===== config.mk =====
export PLATFORM = sky130hd
export DESIGN_NAME = rvx_core_branch_predictor
export DESIGN_NICKNAME = d
export VERILOG_FILES = /design/src/rtl/rvx_constants.sv /design/src/rtl/rvx_core_branch_compare.sv /design/src/rtl/rvx_core_branch_predictor.sv
export SDC_FILE = /design/constraint.sdc
export NUM_CORES = 1
export LEC_CHECK = 0
export BUFFER_PORTS_ARGS = -buffer_cell sky130_fd_sc_hd__buf_4
export CORE_MARGIN = 3
export CORE_UTILIZATION = 42
export DETAILED_ROUTE_END_ITERATION = 12
export PLACE_DENSITY = 0.75
export RECOVER_POWER = 25
export SLEW_MARGIN = 15
export SYNTH_ARGS = -nofsm -noshare
export SYNTH_HDL_FRONTEND = slang
export SYNTH_HIERARCHICAL = 1
export SYNTH_SLANG_ARGS = --single-unit

===== constraint.sdc =====
create_clock -name clock -period 3.55 [get_ports clock]
set_input_delay 0.1775 -clock clock [delete_from_list [all_inputs] [get_ports clock]]
set_output_delay 0.1775 -clock clock [all_outputs]
set_load 0.02 [all_outputs]

===== src/rtl/rvx_constants.sv =====
// Shared RISC-V branch funct3 encodings and 2-bit BHT counter states.
// Counter helper saturates at both ends; no state, no latency.
package rvx_constants;

  localparam logic [2:0] F3_BEQ  = 3'b000;
  localparam logic [2:0] F3_BNE  = 3'b001;
  localparam logic [2:0] F3_BLT  = 3'b100;
  localparam logic [2:0] F3_BGE  = 3'b101;
  localparam logic [2:0] F3_BLTU = 3'b110;
  localparam logic [2:0] F3_BGEU = 3'b111;

  typedef enum logic [1:0] {
    SNT = 2'b00,
    WNT = 2'b01,
    WT  = 2'b10,
    ST  = 2'b11
  } bht_ctr_e;

  function automatic logic [1:0] ctr_next(input logic [1:0] ctr, input logic taken);
    logic [1:0] nxt;
    nxt = ctr;
    if (taken) begin
      if (ctr != ST) nxt = ctr + 2'd1;
    end else begin
      if (ctr != SNT) nxt = ctr - 2'd1;
    end
    return nxt;
  endfunction

endpackage


===== src/rtl/rvx_core_branch_compare.sv =====
// Combinational RISC-V branch condition evaluator, zero latency.
// No state and no flow control; unused funct3 codes resolve not-taken.
module rvx_core_branch_compare
  import rvx_constants::*;
#(
  parameter int XLEN = 32
) (
  input  logic [XLEN-1:0] rs1_data,
  input  logic [XLEN-1:0] rs2_data,
  input  logic [2:0]      funct3,
  output logic            cond_taken
);

  logic eq;
  logic lt_u;
  logic lt_s;

  assign eq   = (rs1_data == rs2_data);
  assign lt_u = (rs1_data < rs2_data);
  // Differing signs: the negative operand (MSB set) is the smaller one.
  assign lt_s = (rs1_data[XLEN-1] != rs2_data[XLEN-1]) ? rs1_data[XLEN-1] : lt_u;

  always_comb begin
    cond_taken = 1'b0;
    case (funct3)
      F3_BEQ:  cond_taken = eq;
      F3_BNE:  cond_taken = ~eq;
      F3_BLT:  cond_taken = lt_s;
      F3_BGE:  cond_taken = ~lt_s;
      F3_BLTU: cond_taken = lt_u;
      F3_BGEU: cond_taken = ~lt_u;
      default: cond_taken = 1'b0;
    endcase
  end

endmodule


===== src/rtl/rvx_core_branch_predictor.sv =====
// Bimodal 2-bit BHT predictor: zero-latency lookup, branch resolve, 1-cycle registered mispredict.
// stall_s1 freezes table/stat updates and forces mispredict_s2 low; optional stats via RVX_BRANCH_STATS_EN.
module rvx_core_branch_predictor
  import rvx_constants::*;
#(
  parameter int XLEN        = 32,
  parameter int BHT_ENTRIES = 64
) (
  input  logic            clock,
  input  logic            reset,
  input  logic [XLEN-1:0] fetch_pc_s0,
  output logic            predict_taken_s0,
  input  logic [XLEN-1:0] pc_s1,
  input  logic [XLEN-1:0] rs1_data_s1,
  input  logic [XLEN-1:0] rs2_data_s1,
  input  logic [2:0]      funct3_s1,
  input  logic            branch_s1,
  input  logic            jump_s1,
  input  logic            predicted_taken_s1,
  input  logic            stall_s1,
  output logic            take_branch_s1,
  output logic            mispredict_s2
`ifdef RVX_BRANCH_STATS_EN
  ,
  output logic [31:0]     branch_count,
  output logic [31:0]     mispredict_count
`endif
);

  localparam int IDX_W = $clog2(BHT_ENTRIES);

  logic [1:0]       bht_q [BHT_ENTRIES];
  logic [1:0]       bht_d [BHT_ENTRIES];
  logic             mispredict_q;
  logic             mispredict_d;
  logic [IDX_W-1:0] fetch_idx;
  logic [IDX_W-1:0] upd_idx;
  logic             cond_taken;
  logic             resolve_en;
  logic             upd_en;
  logic             unused_pc_bits;

  assign fetch_idx = fetch_pc_s0[IDX_W+1:2];
  assign upd_idx   = pc_s1[IDX_W+1:2];
  assign unused_pc_bits = ^{fetch_pc_s0[XLEN-1:IDX_W+2], fetch_pc_s0[1:0],
                            pc_s1[XLEN-1:IDX_W+2], pc_s1[1:0]};

  rvx_core_branch_compare #(.XLEN(XLEN)) u_cmp (
    .rs1_data   (rs1_data_s1),
    .rs2_data   (rs2_data_s1),
    .funct3     (funct3_s1),
    .cond_taken (cond_taken)
  );

  assign take_branch_s1   = jump_s1 ? 1'b1 : (branch_s1 & cond_taken);
  // Read straight from the registered table: same-cycle updates are not bypassed.
  assign predict_taken_s0 = bht_q[fetch_idx][1];
  assign mispredict_s2    = mispredict_q;

  assign resolve_en = (branch_s1 | jump_s1) & ~stall_s1;
  // Jumps never train the table, even when branch_s1 is also raised.
  assign upd_en     = branch_s1 & ~jump_s1 & ~stall_s1;

  always_comb begin
    bht_d = bht_q;
    if (upd_en) bht_d[upd_idx] = ctr_next(bht_q[upd_idx], take_branch_s1);
  end

  always_comb begin
    mispredict_d = resolve_en & (take_branch_s1 != predicted_taken_s1);
  end

  always_ff @(posedge clock or posedge reset) begin
    if (reset) begin
      for (int i = 0; i < BHT_ENTRIES; i++) bht_q[i] <= WNT;
      mispredict_q <= 1'b0;
    end else begin
      bht_q        <= bht_d;
      mispredict_q <= mispredict_d;
    end
  end

`ifdef RVX_BRANCH_STATS_EN
  logic [31:0] branch_count_q;
  logic [31:0] branch_count_d;
  logic [31:0] mispredict_count_q;
  logic [31:0] mispredict_count_d;

  always_comb begin
    branch_count_d     = branch_count_q;
    mispredict_count_d = mispredict_count_q;
    if (resolve_en) branch_count_d = branch_count_q + 32'd1;
    if (mispredict_d) mispredict_count_d = mispredict_count_q + 32'd1;
  end

  always_ff @(posedge clock or posedge reset) begin
    if (reset) begin
      branch_count_q     <= '0;
      mispredict_count_q <= '0;
    end else begin
      branch_count_q     <= branch_count_d;
      mispredict_count_q <= mispredict_count_d;
    end
  end

  assign branch_count     = branch_count_q;
  assign mispredict_count = mispredict_count_q;
`endif

endmodule


**Word level (Yosys, flattened, before mapping)**

Cells that the tools add are included.
W data, S select, Z words.

- Register bits after elaboration: 129
- Input port bits: 137
- Output and inout port bits: 3
- Logic and storage cells: 112

- Add/subtract/negate cells: 2
- Magnitude comparators: 4
- Equality and inequality tests: 9
- Multiplexer cells: 16
- Bitwise gates (word level): 13
- Reductions and logical operators: 3

Operators with widths:

| operator | count |
|---|---|
| $bwmux W128 | 1 |
| $eq A32 B32 Y1 | 1 |
| $lt A32 B32 Y1 | 1 |
| $bmux W2 S6 | 2 |
| $mux W2 | 9 |
| $ge A7 B7 Y1 const B | 2 |
| $not A6 Y7 | 2 |
| $demux W2 S6 | 1 |
| $eq A3 B3 Y1 const B | 4 |
| $lt A7 B1 Y1 const B | 1 |
| $pmux W1 S6 | 1 |
| $and A1 B1 Y1 | 5 |
| $not A1 Y1 | 5 |
| $eq A3 B1 Y1 const B | 1 |
| $logic_not A3 Y1 | 1 |
| $add A2 B1 Y2 const B | 1 |
| $mux W1 | 2 |
| $ne A1 B1 Y1 | 2 |
| $ne A2 B2 Y1 const B | 1 |
| $reduce_bool A2 Y1 | 1 |
| $sub A2 B1 Y2 const B | 1 |
| $logic_and A1 B1 Y1 | 1 |
| $or A1 B1 Y1 | 1 |

**Longest topological paths before layout**

Gate-level depths: netlist of the first run.

- Depth in word-level cells: 9
- Depth in mapped cells: 14
- Mapped depth without buffers: 13

**Modules after synthesis**

Netlist of the first run, hierarchy kept.

Modules (own cells, without submodules):

| module | times used | cells an instance | area an instance (µm²) | seq. area each (µm²) |
|---|---|---|---|---|
| rvx_core_branch_predictor | 1 | 656 | 6866.6 | 3308.2 |
| rvx_core_branch_compare | 1 | 126 | 932.1 | 0.0 |

**Worst setup path before layout of the first run**

Ideal clock, no wire load.

- Kind: input to output
- Start: input fetch_pc_s0[2]
- End: output predict_taken_s0
- Arrival: 2.659 ns
- Data required time: 3.372 ns
- Setup slack: 0.714 ns
- Stages on the path: 5
- Buffers on the path: 2
- Cells stage by stage: clkbuf_1 -> buf_1 -> mux4_2 -> mux4_2 -> mux4_2

- Word-level cells in the longest chain between the ends: 4

RTL lines:

| item | line | text |
|---|---|---|
| start: declaration | rvx_core_branch_predictor.sv:11 | `input logic [XLEN-1:0] fetch_pc_s0,` |
| $not A6 Y7 (implied by the code) | rvx_core_branch_predictor.sv:57 | `assign predict_taken_s0 = bht_q[fetch_idx][1];` |
| $bmux W2 S6 | rvx_core_branch_predictor.sv:57 |  |
| $mux W2 (implied by the code) (2 in a row) | rvx_core_branch_predictor.sv:57 |  |
| end: declaration | rvx_core_branch_predictor.sv:12 | `output logic predict_taken_s0,` |

Every way passes these cells. The select of a mux whose other input is x is not followed.

**Final worst setup path of the first run**

- Start: register bht_q[8] in the netlist's numbering
- End: register bht_q[122] in the netlist's numbering

- Word-level cells in the longest chain between the ends: 8
- Elaborated cells on any way between the ends: 12
- Classes of those cells: 2 x add/sub; 1 x eq/ne; 8 x mux; 1 x reduce/logical

RTL lines:

| item | line | text |
|---|---|---|
| start: declaration | rvx_core_branch_predictor.sv:32 | `logic [1:0] bht_q [BHT_ENTRIES];` |
| start signal: assignment | rvx_core_branch_predictor.sv:78 | `bht_q <= bht_d;` |
| $bmux W2 S6 (*) | rvx_core_branch_predictor.sv:66 | `if (upd_en) bht_d[upd_idx] = ctr_next(bht_q[upd_idx], take_branch_s1);` |
| $mux W2 (implied by the code) (*) (2 in a row) | rvx_core_branch_predictor.sv:66 |  |
| $sub A2 B1 Y2, or another cell as far along | rvx_constants.sv:25 | `if (ctr != SNT) nxt = ctr - 2'd1;` |
| $mux W2, on equally long branches | rvx_constants.sv:25, rvx_constants.sv:23 |  |
| $mux W2 (*) | rvx_constants.sv:22 | `if (taken) begin` |
| $mux W2 (*) | rvx_core_branch_predictor.sv:66 |  |
| $bwmux W128 (*) | rvx_core_branch_predictor.sv:66 |  |

Every way passes the cells marked *; elsewhere a longest branch is shown, timed or not. The select of a mux whose other input is x is not followed.
A chain may end at the register's enable or synchronous reset.

==> impl_results.rst, run 1 <==
.. list-table::
   :header-rows: 1

   * - Metric
     - Value
   * - Share of power burned in registers
     - 0.412
   * - Hold Path Class
     - input port to flop
   * - Routed via count
     - 6239
   * - Slew at the pin with the worst max-slew slack
     - just under 3 ns
   * - Leakage power
     - between 0.003 and 0.004 uW
   * - Net count, final
     - between 1000 and 1500
   * - Hold path depth
     - 3
   * - Std-Cell Rows
     - between 40 and 50
   * - Count of final hold-check violations
     - 0
   * - Share of final-layout standard cells stronger than drive strength 1
     - 0.358
   * - Fraction of power consumed by the clock network
     - 0.408
   * - Port-buffer cells
     - 87
   * - First-pass detailed-route iteration total
     - 6
   * - Endpoint of the worst-slack reg-to-reg timing path
     - bht_q[122]
   * - Overall Global Routing Usage
     - 0.208
   * - CTS clk-pin slew, worst paths
     - roughly 0.060 ns
   * - Total clock sinks
     - roughly 130
   * - Cell with the most instances after synthesis
     - sky130_fd_sc_hd__nor2_1
   * - Max_slew headroom
     - -0.987
   * - Synth-to-layout area growth
     - 19.0%
   * - Top_reg_cell synth
     - sky130_fd_sc_hd__dfrtp_1
   * - Number of setup violations in the final report
     - 0
   * - Number of antenna cells inserted
     - 0
   * - CP Class
     - flop to flop
   * - Number of standard cells after synthesis
     - roughly 800
   * - Total Neg Setup Slack
     - 0 ns
   * - Initial antenna violation count
     - 0
   * - Worst-case clock buffer depth
     - 2
   * - Total congestion overflow after global routing
     - 0
   * - Sw Share
     - 0.264
   * - Avg WL per Cell
     - ~19 microns
   * - DRC violation count after routing
     - 0
   * - Insertion delay of the later-clocked pin in the worst-skew pair
     - roughly 0.43 ns
   * - Endpoint type of the worst setup path
     - flop
   * - Met1 Wirelength
     - roughly 8500 microns
   * - Source of the worst hold timing path
     - branch_s1
   * - Comb power frac
     - 0.180
   * - Number of levels the H-tree was split into
     - 4
   * - Slowest cell on the critical path
     - sky130_fd_sc_hd__or4_1
   * - Post-route worst hold slack
     - about 0.037 ns
   * - Sequential fraction of the synthesis area
     - 0.424
   * - Metal3 WL
     - ~2000 microns
   * - Number of flops mapped to enable cells by yosys
     - 0
   * - Net count of the mapped netlist
     - 951
   * - Top Metal Used
     - met4
   * - FMAX
     - around 0.34 GHz
   * - Distinct cell type count of the synthesized netlist
     - 63
   * - HPWL after detailed placement
     - approximately 14000 microns
   * - Final clock period utilization by the worst path
     - 0.829
   * - CP Data Arrival Time
     - 3.29 ns
   * - Psw
     - 1100 uW
   * - Post-synthesis sequential element count
     - roughly 130
   * - Worst r2r path cells
     - 8
   * - Width of the die
     - between 100 and 150 microns
   * - Boundary Pins
     - 140
   * - Die H
     - around 140 microns
   * - Die area
     - just over 20000 sq um
   * - Fin crit period
     - 2.94 ns
   * - Placer Congestion
     - about 0.85
   * - Commonest cells in the synthesized netlist
     - 210 x sky130_fd_sc_hd__nor2_1, 86 x sky130_fd_sc_hd__a21oi_1, 65 x sky130_fd_sc_hd__dfrtp_1, 64 x sky130_fd_sc_hd__dfstp_2, 61 x sky130_fd_sc_hd__a21oi_2
   * - Required time reported for the critical path endpoint
     - between 3 and 4 ns
   * - Violations in the final reports
     - capacitance limit, slew limit
   * - Met2 wire length
     - around 9700 microns
   * - RR Startpoint
     - bht_q[8]
   * - Initial Utilization
     - 0.431
   * - Post-cts repair resize count
     - 0
   * - Final standard cell count with taps included and fillers excluded
     - 1109
   * - Share of Yosys cell area claimed by the top area cell type
     - 0.216
   * - Pin count of the biggest net entering global routing
     - around 80
   * - Post-synthesis cell type with the largest combined area
     - sky130_fd_sc_hd__dfstp_2
   * - Vias in the first global route
     - 6308
   * - Number of maximum-capacitance constraint violations
     - 1
   * - Placed insts
     - 1076
   * - Post-synthesis instance area
     - a little under 8000 sq um
   * - Clock tree root driver cell
     - sky130_fd_sc_hd__clkbuf_16
   * - Unrepaired setup endpoints after global routing
     - no
   * - Antenna violation net count after detailed routing
     - 0
   * - Main area contributors after synthesis
     - sky130_fd_sc_hd__dfstp_2 22%, sky130_fd_sc_hd__dfrtp_1 21%, sky130_fd_sc_hd__mux4_2 10%, sky130_fd_sc_hd__nor2_1 10%, sky130_fd_sc_hd__a21oi_2 6.9%
   * - Clock buffers created by TritonCTS
     - 17
   * - Number of post-CTS setup repair buffers
     - 0
   * - Hold buffers post-CTS
     - 1
   * - Share of flip-flops with an asynchronous set or reset after synthesis
     - 1.00
   * - CP Cell Sequence
     - mux2_1 > a221o_1 > a222oi_1 > o22ai_1 > or4_1 > maj3_4 > buf_12 > a21oi_1
   * - Share of the core filled with cells
     - 0.513
   * - Hold Path End
     - mispredict_s2
   * - Total power per unit cell area
     - between 400 and 500 nW/um^2
   * - Average footprint of a synthesized cell
     - between 9 and 10 sq um
   * - Per-cell via count in the routed design
     - 5.63
   * - Worst-path fanout max
     - 15
   * - Run status
     - finished, violations left
   * - Worst R2R Setup Slack
     - 0.61 ns
   * - Synth Warn #
     - 6
   * - Internal power
     - 3070 uW
   * - TritonCTS clock tree
     - yes
   * - Clock Skew
     - about 0.0074 ns
   * - Maximum cell stage delay along the critical path
     - 0.57 ns
   * - Startpoint type of the worst setup path
     - flop
   * - Initial DRC Count
     - around 510
   * - Global-route wire length before repair
     - 32800 microns
   * - Total Power
     - roughly 4200 uW
   * - Final Max Tran Viols
     - a little over 80
   * - Largest vdd supply drop
     - approximately 0.29 mV
   * - Core area
     - roughly 18000 sq um
   * - Final wirelength
     - a little over 20000 microns
[logic make-up (layout without fill, tap and decap cells)]
logic type               Yosys count  after routing  synth area share
AO/OA/AOI/OAI                    201            201             0.179
XOR/XNOR                           1              1           0.00112
adder cells (fa/ha/maj)           34             34            0.0541
buffers and inverters             78            176            0.0485
flip-flops                       129            129             0.424
multiplexers                      62             62             0.138
AND/OR/NAND/NOR                  277            277             0.155
[cells in the final DEF, fill, tap and decap left out, types with 4 or more instances in the layout]
cell	n
sky130_fd_sc_hd__nor2_1	210
sky130_fd_sc_hd__buf_4	98
sky130_fd_sc_hd__a21oi_1	86
sky130_fd_sc_hd__dfrtp_1	65
sky130_fd_sc_hd__dfstp_2	64
sky130_fd_sc_hd__a21oi_2	61
sky130_fd_sc_hd__inv_1	39
sky130_fd_sc_hd__mux4_2	35
sky130_fd_sc_hd__ha_1	32
sky130_fd_sc_hd__nand2_1	21
sky130_fd_sc_hd__clkbuf_16	17
sky130_fd_sc_hd__mux2i_1	12
sky130_fd_sc_hd__mux2_2	11
sky130_fd_sc_hd__nand3_1	7
sky130_fd_sc_hd__nor2b_1	6
sky130_fd_sc_hd__o21ai_0	6
sky130_fd_sc_hd__a22oi_1	6
sky130_fd_sc_hd__o22ai_1	6
sky130_fd_sc_hd__clkbuf_1	6
sky130_fd_sc_hd__buf_12	5
sky130_fd_sc_hd__nand4_1	5
sky130_fd_sc_hd__nand3b_1	4
sky130_fd_sc_hd__a221oi_1	4
sky130_fd_sc_hd__a221o_1	4
sky130_fd_sc_hd__mux2_1	4
sky130_fd_sc_hd__clkinv_2	4
[critical path: cells and delay by family, from the launching register on]
family | cells | cell delay (ns)
DFF | 1 | 0.37
and+or+nand+nor | 1 | 0.57
AOI/OAI and AO/OA | 4 | 0.93
buffers and inverters | 1 | 0.21
adders and majority gates | 1 | 0.49
muxes | 1 | 0.28
[metal layers]
metal  vias to the layer above  global-route usage
met1                      2965               0.269
met3                        39              0.0575
met5                         -                   0
met2                       293               0.338
met4                         0              0.0727
li1                       2942                   -
[state kept, by name, indices dropped and copies added, names as in the netlist]
register,flops
bht_q,128
mispredict_s2,1
[area by class of cell]
class	count	area, sq um
clock buffer	26	489
clock inverter	6	80.1
fill	1597	8810
inverter	39	146
multi-input combinational	575	4120
sequential	129	3310
tap	229	287
timing repair buffer	105	853
[worst max path at each step]
stage,from,end,slack [ns],cells past startpoint
3_3_place_gp,rs2_data_s1[14],bht_q[51],0.25,14
4_1_cts,bht_q[8],bht_q[102],0.64,8
3_5_place_dp,rs1_data_s1[31],bht_q[81],0.22,13
6_report,bht_q[8],bht_q[122],0.61,8
5_1_grt,rs2_data_s1[14],bht_q[7],0.47,14
2_1_floorplan,reset,bht_q[101],0.04,1
[through the flow]
stage               setup slack, ns  instance area, sq um
floorplan                    0.0374                  7800
global placement              0.254                  8700
detailed placement            0.221                  8700
CTS                           0.641                  9280
global route                  0.473                  9280
finish                        0.608                  9280
[power by group through the flow]
stage / registers [uW] / clock network, uW / logic (uW)
finish: 1720 / 1700 / 751
global placement: 1730 / 0 / 729
global route: 1740 / 1790 / 821
detailed placement: 1740 / 0 / 745
CTS: 1720 / 1720 / 752
floorplan: 1710 / 0 / 522
No activity file was read; power rests on OpenSTA's default activity.
==> run 2: changes to the inputs <==
--- a/config.mk
+++ b/config.mk
@@ -9,7 +9,7 @@
 export CORE_MARGIN = 3
 export CORE_UTILIZATION = 42
 export DETAILED_ROUTE_END_ITERATION = 12
-export PLACE_DENSITY = 0.75
+export PLACE_DENSITY = 0.73
 export RECOVER_POWER = 25
 export SLEW_MARGIN = 15
 export SYNTH_ARGS = -nofsm -noshare
==> constraint.sdc (replaced) <==
create_clock -name clock -period 2.9 [get_ports clock]
set_input_delay 0.145 -clock clock [delete_from_list [all_inputs] [get_ports clock]]
set_output_delay 0.145 -clock clock [all_outputs]
set_load 0.02 [all_outputs]
==> impl_results.rst, run 2 (synthesized netlist as in run 1, its figures left out) <==
.. list-table::
   :header-rows: 1

   * - Metric
     - Value
   * - Pin count of the biggest net entering global routing
     - just under 50
   * - Avg WL per Cell
     - around 18 microns
   * - Share of the core filled with cells
     - 0.532
   * - Fin worst setup slack
     - between 0.1 and 0.15 ns
   * - Reg with most FFs
     - bht_q
   * - Final clock period utilization by the worst path
     - 0.956
   * - Antenna violation net count after detailed routing
     - 0
   * - Total congestion overflow after global routing
     - 0
   * - Hold Path End
     - bht_q[92]
   * - CTS clk-pin slew, worst paths
     - approximately 0.060 ns
   * - Die area
     - slightly above 20000 sq um
   * - TritonCTS clock tree
     - yes
   * - Leakage power
     - just over 0.004 uW
   * - Most frequent cells in the layout
     - 210 x sky130_fd_sc_hd__nor2_1, 128 x sky130_fd_sc_hd__buf_4, 85 x sky130_fd_sc_hd__a21oi_1
   * - Total Neg Setup Slack
     - 0 ns
   * - Clock Skew
     - just under 0.009 ns
   * - Fin crit period
     - ~2.8 ns
   * - Share of final-layout standard cells stronger than drive strength 1
     - 0.388
   * - Largest vdd supply drop
     - 0.674 mV
   * - Clock tree root driver cell
     - sky130_fd_sc_hd__clkbuf_16
   * - Most frequent standard cell in the layout excluding fill and tap cells
     - sky130_fd_sc_hd__nor2_1
   * - Number of antenna cells inserted
     - 0
   * - Routed via count
     - approximately 6400
   * - Source of the worst hold timing path
     - pc_s1[5]
   * - Worst-path fanout max
     - 24
   * - RR Startpoint
     - bht_q[8]
   * - Startpoint type of the worst setup path
     - flop
   * - Total clock sinks
     - ~130
   * - HPWL after detailed placement
     - ~15000 microns
   * - Global-route wire length before repair
     - around 33000 microns
   * - Endpoint type of the worst setup path
     - flop
   * - CP Data Arrival Time
     - 3.12 ns
   * - Number of filler instances in the final layout
     - 1606
   * - CP Class
     - flop to flop
   * - Clock buffers created by TritonCTS
     - 17
   * - Placer Congestion
     - 0.869
   * - Setup Slack @ Placement
     - -0.236 ns
   * - Vias in the first global route
     - 6239
   * - First-pass detailed-route iteration total
     - 5
   * - Run status
     - finished, violations left
   * - Worst r2r path cells
     - 8
   * - Hold Path Class
     - input port to flop
   * - Finished layout cell area
     - 9630 sq um
   * - Required time reported for the critical path endpoint
     - 3.25 ns
   * - Core area
     - 18100 sq um
   * - Overall Global Routing Usage
     - 0.210
   * - Boundary Pins
     - 140
   * - Synth-to-layout area growth
     - 23.5%
   * - DRC violation count after routing
     - 0
   * - Hold path depth
     - 5
   * - Initial Utilization
     - 0.431
   * - Initial antenna violation count
     - 0
   * - Number of setup violations in the final report
     - 0
   * - Insertion delay of the later-clocked pin in the worst-skew pair
     - around 0.42 ns
   * - Max_slew headroom
     - -0.401
   * - Net count, final
     - roughly 1100
   * - Die H
     - 142 microns
   * - FMAX
     - roughly 0.36 GHz
   * - Initial DRC Count
     - between 600 and 700
   * - Endpoint of the worst-slack reg-to-reg timing path
     - bht_q[122]
   * - Number of maximum-capacitance constraint violations
     - 1
   * - Number of flip-flops in the largest register
     - 128
   * - Width of the die
     - between 100 and 150 microns
   * - Post-route worst hold slack
     - just under 0.3 ns
   * - Final wirelength
     - 21100 microns
   * - Per-cell via count in the routed design
     - ~5.6
   * - Violations in the final reports
     - capacitance limit, slew limit
   * - Slew at the pin with the worst max-slew slack
     - between 2 and 2.5 ns
   * - Total power per unit cell area
     - ~530 nW/um^2
   * - Final Max Tran Viols
     - between 40 and 50
   * - Number of levels the H-tree was split into
     - 4
   * - Cell area after placement
     - 9020 sq um
   * - Count of final hold-check violations
     - 0
   * - Worst R2R Setup Slack
     - about 0.13 ns
   * - Worst-case clock buffer depth
     - 2
   * - Port-buffer cells
     - a little under 90
   * - Std-Cell Rows
     - 49
run 2: cell types whose count changed in the layout (fill, tap and decap cells not counted), moves of 2 or more:
cell / before / now
sky130_fd_sc_hd__buf_4: 98 / 128
sky130_fd_sc_hd__buf_12: 5 / 10
sky130_fd_sc_hd__clkinvlp_4: 0 / 3
sky130_fd_sc_hd__clkinv_4: 0 / 2
sky130_fd_sc_hd__dlygate4sd3_1: 1 / 3
run 2: worst max-delay path: stages, from the launching register on:
cell and delay (ns):
sky130_fd_sc_hd__dfstp_2 0.37, sky130_fd_sc_hd__mux2_1 0.31, sky130_fd_sc_hd__a221o_1 0.30, sky130_fd_sc_hd__a222oi_1 0.25, sky130_fd_sc_hd__o22ai_1 0.15, sky130_fd_sc_hd__or4_1 0.55
sky130_fd_sc_hd__maj3_4 0.40, sky130_fd_sc_hd__buf_12 0.20, sky130_fd_sc_hd__a21oi_1 0.16
run 2: final cells by class:
class	instances	area, sq um	share of cell area
clock inverter	9	85.1	0.00883
tap	229	287	0.0298
inverter	39	148	0.0153
clock buffer	23	468	0.0486
multi-input combinational	575	4130	0.429
timing repair buffer	143	1200	0.125
sequential	129	3310	0.344
run 2: where the power goes:
part | total (uW) | switching [uW] | internal [uW]
combinational | 980 | 507 | 473
sequential | 2110 | 99.9 | 2010
clock | 2010 | 790 | 1220
total | 5100 | 1400 | 3700
run 2: worst max-delay path by stage:
stage / start / end / slack, ns / cells after the start
after CTS: bht_q[8] / bht_q[124] / 0.02 / 8
after detailed placement: rs1_data_s1[14] / bht_q[7] / -0.24 / 13
final: bht_q[8] / bht_q[122] / 0.13 / 8
after global placement: rs1_data_s1[14] / bht_q[27] / -0.19 / 13
after global routing: rs1_data_s1[11] / mispredict_s2 / -0.005 / 15
after floorplan: fetch_pc_s0[2] / predict_taken_s0 / 0.13 / 5
run 2: timing repair:
| item | in CTS | in global routing |
|---|---|---|
| hold buffers | 3 | 0 |
| endpoints found under the hold margin | 19 | 0 |
| setup buffers | 0 | 2 |
| resized for setup | 0 | 3 |
| setup endpoints to repair | 0 | 60 |
run 2: per-stage QoR:
stage          total power [uW]  cells
4_1_cts                    5120   1145
3_5_place_dp               3100   1110
3_3_place_gp               3070   1110
6_report                   5100   1147
5_1_grt                    5320   1147
2_1_floorplan              2740    782
run 2: layer usage:
metal,global-route usage,part of all wire,up-vias
met5,0,0,-
met4,0.0626,0.017,0
met3,0.0507,0.090,37
met2,0.340,0.47,261
met1,0.281,0.43,3082
li1,-,-,3039
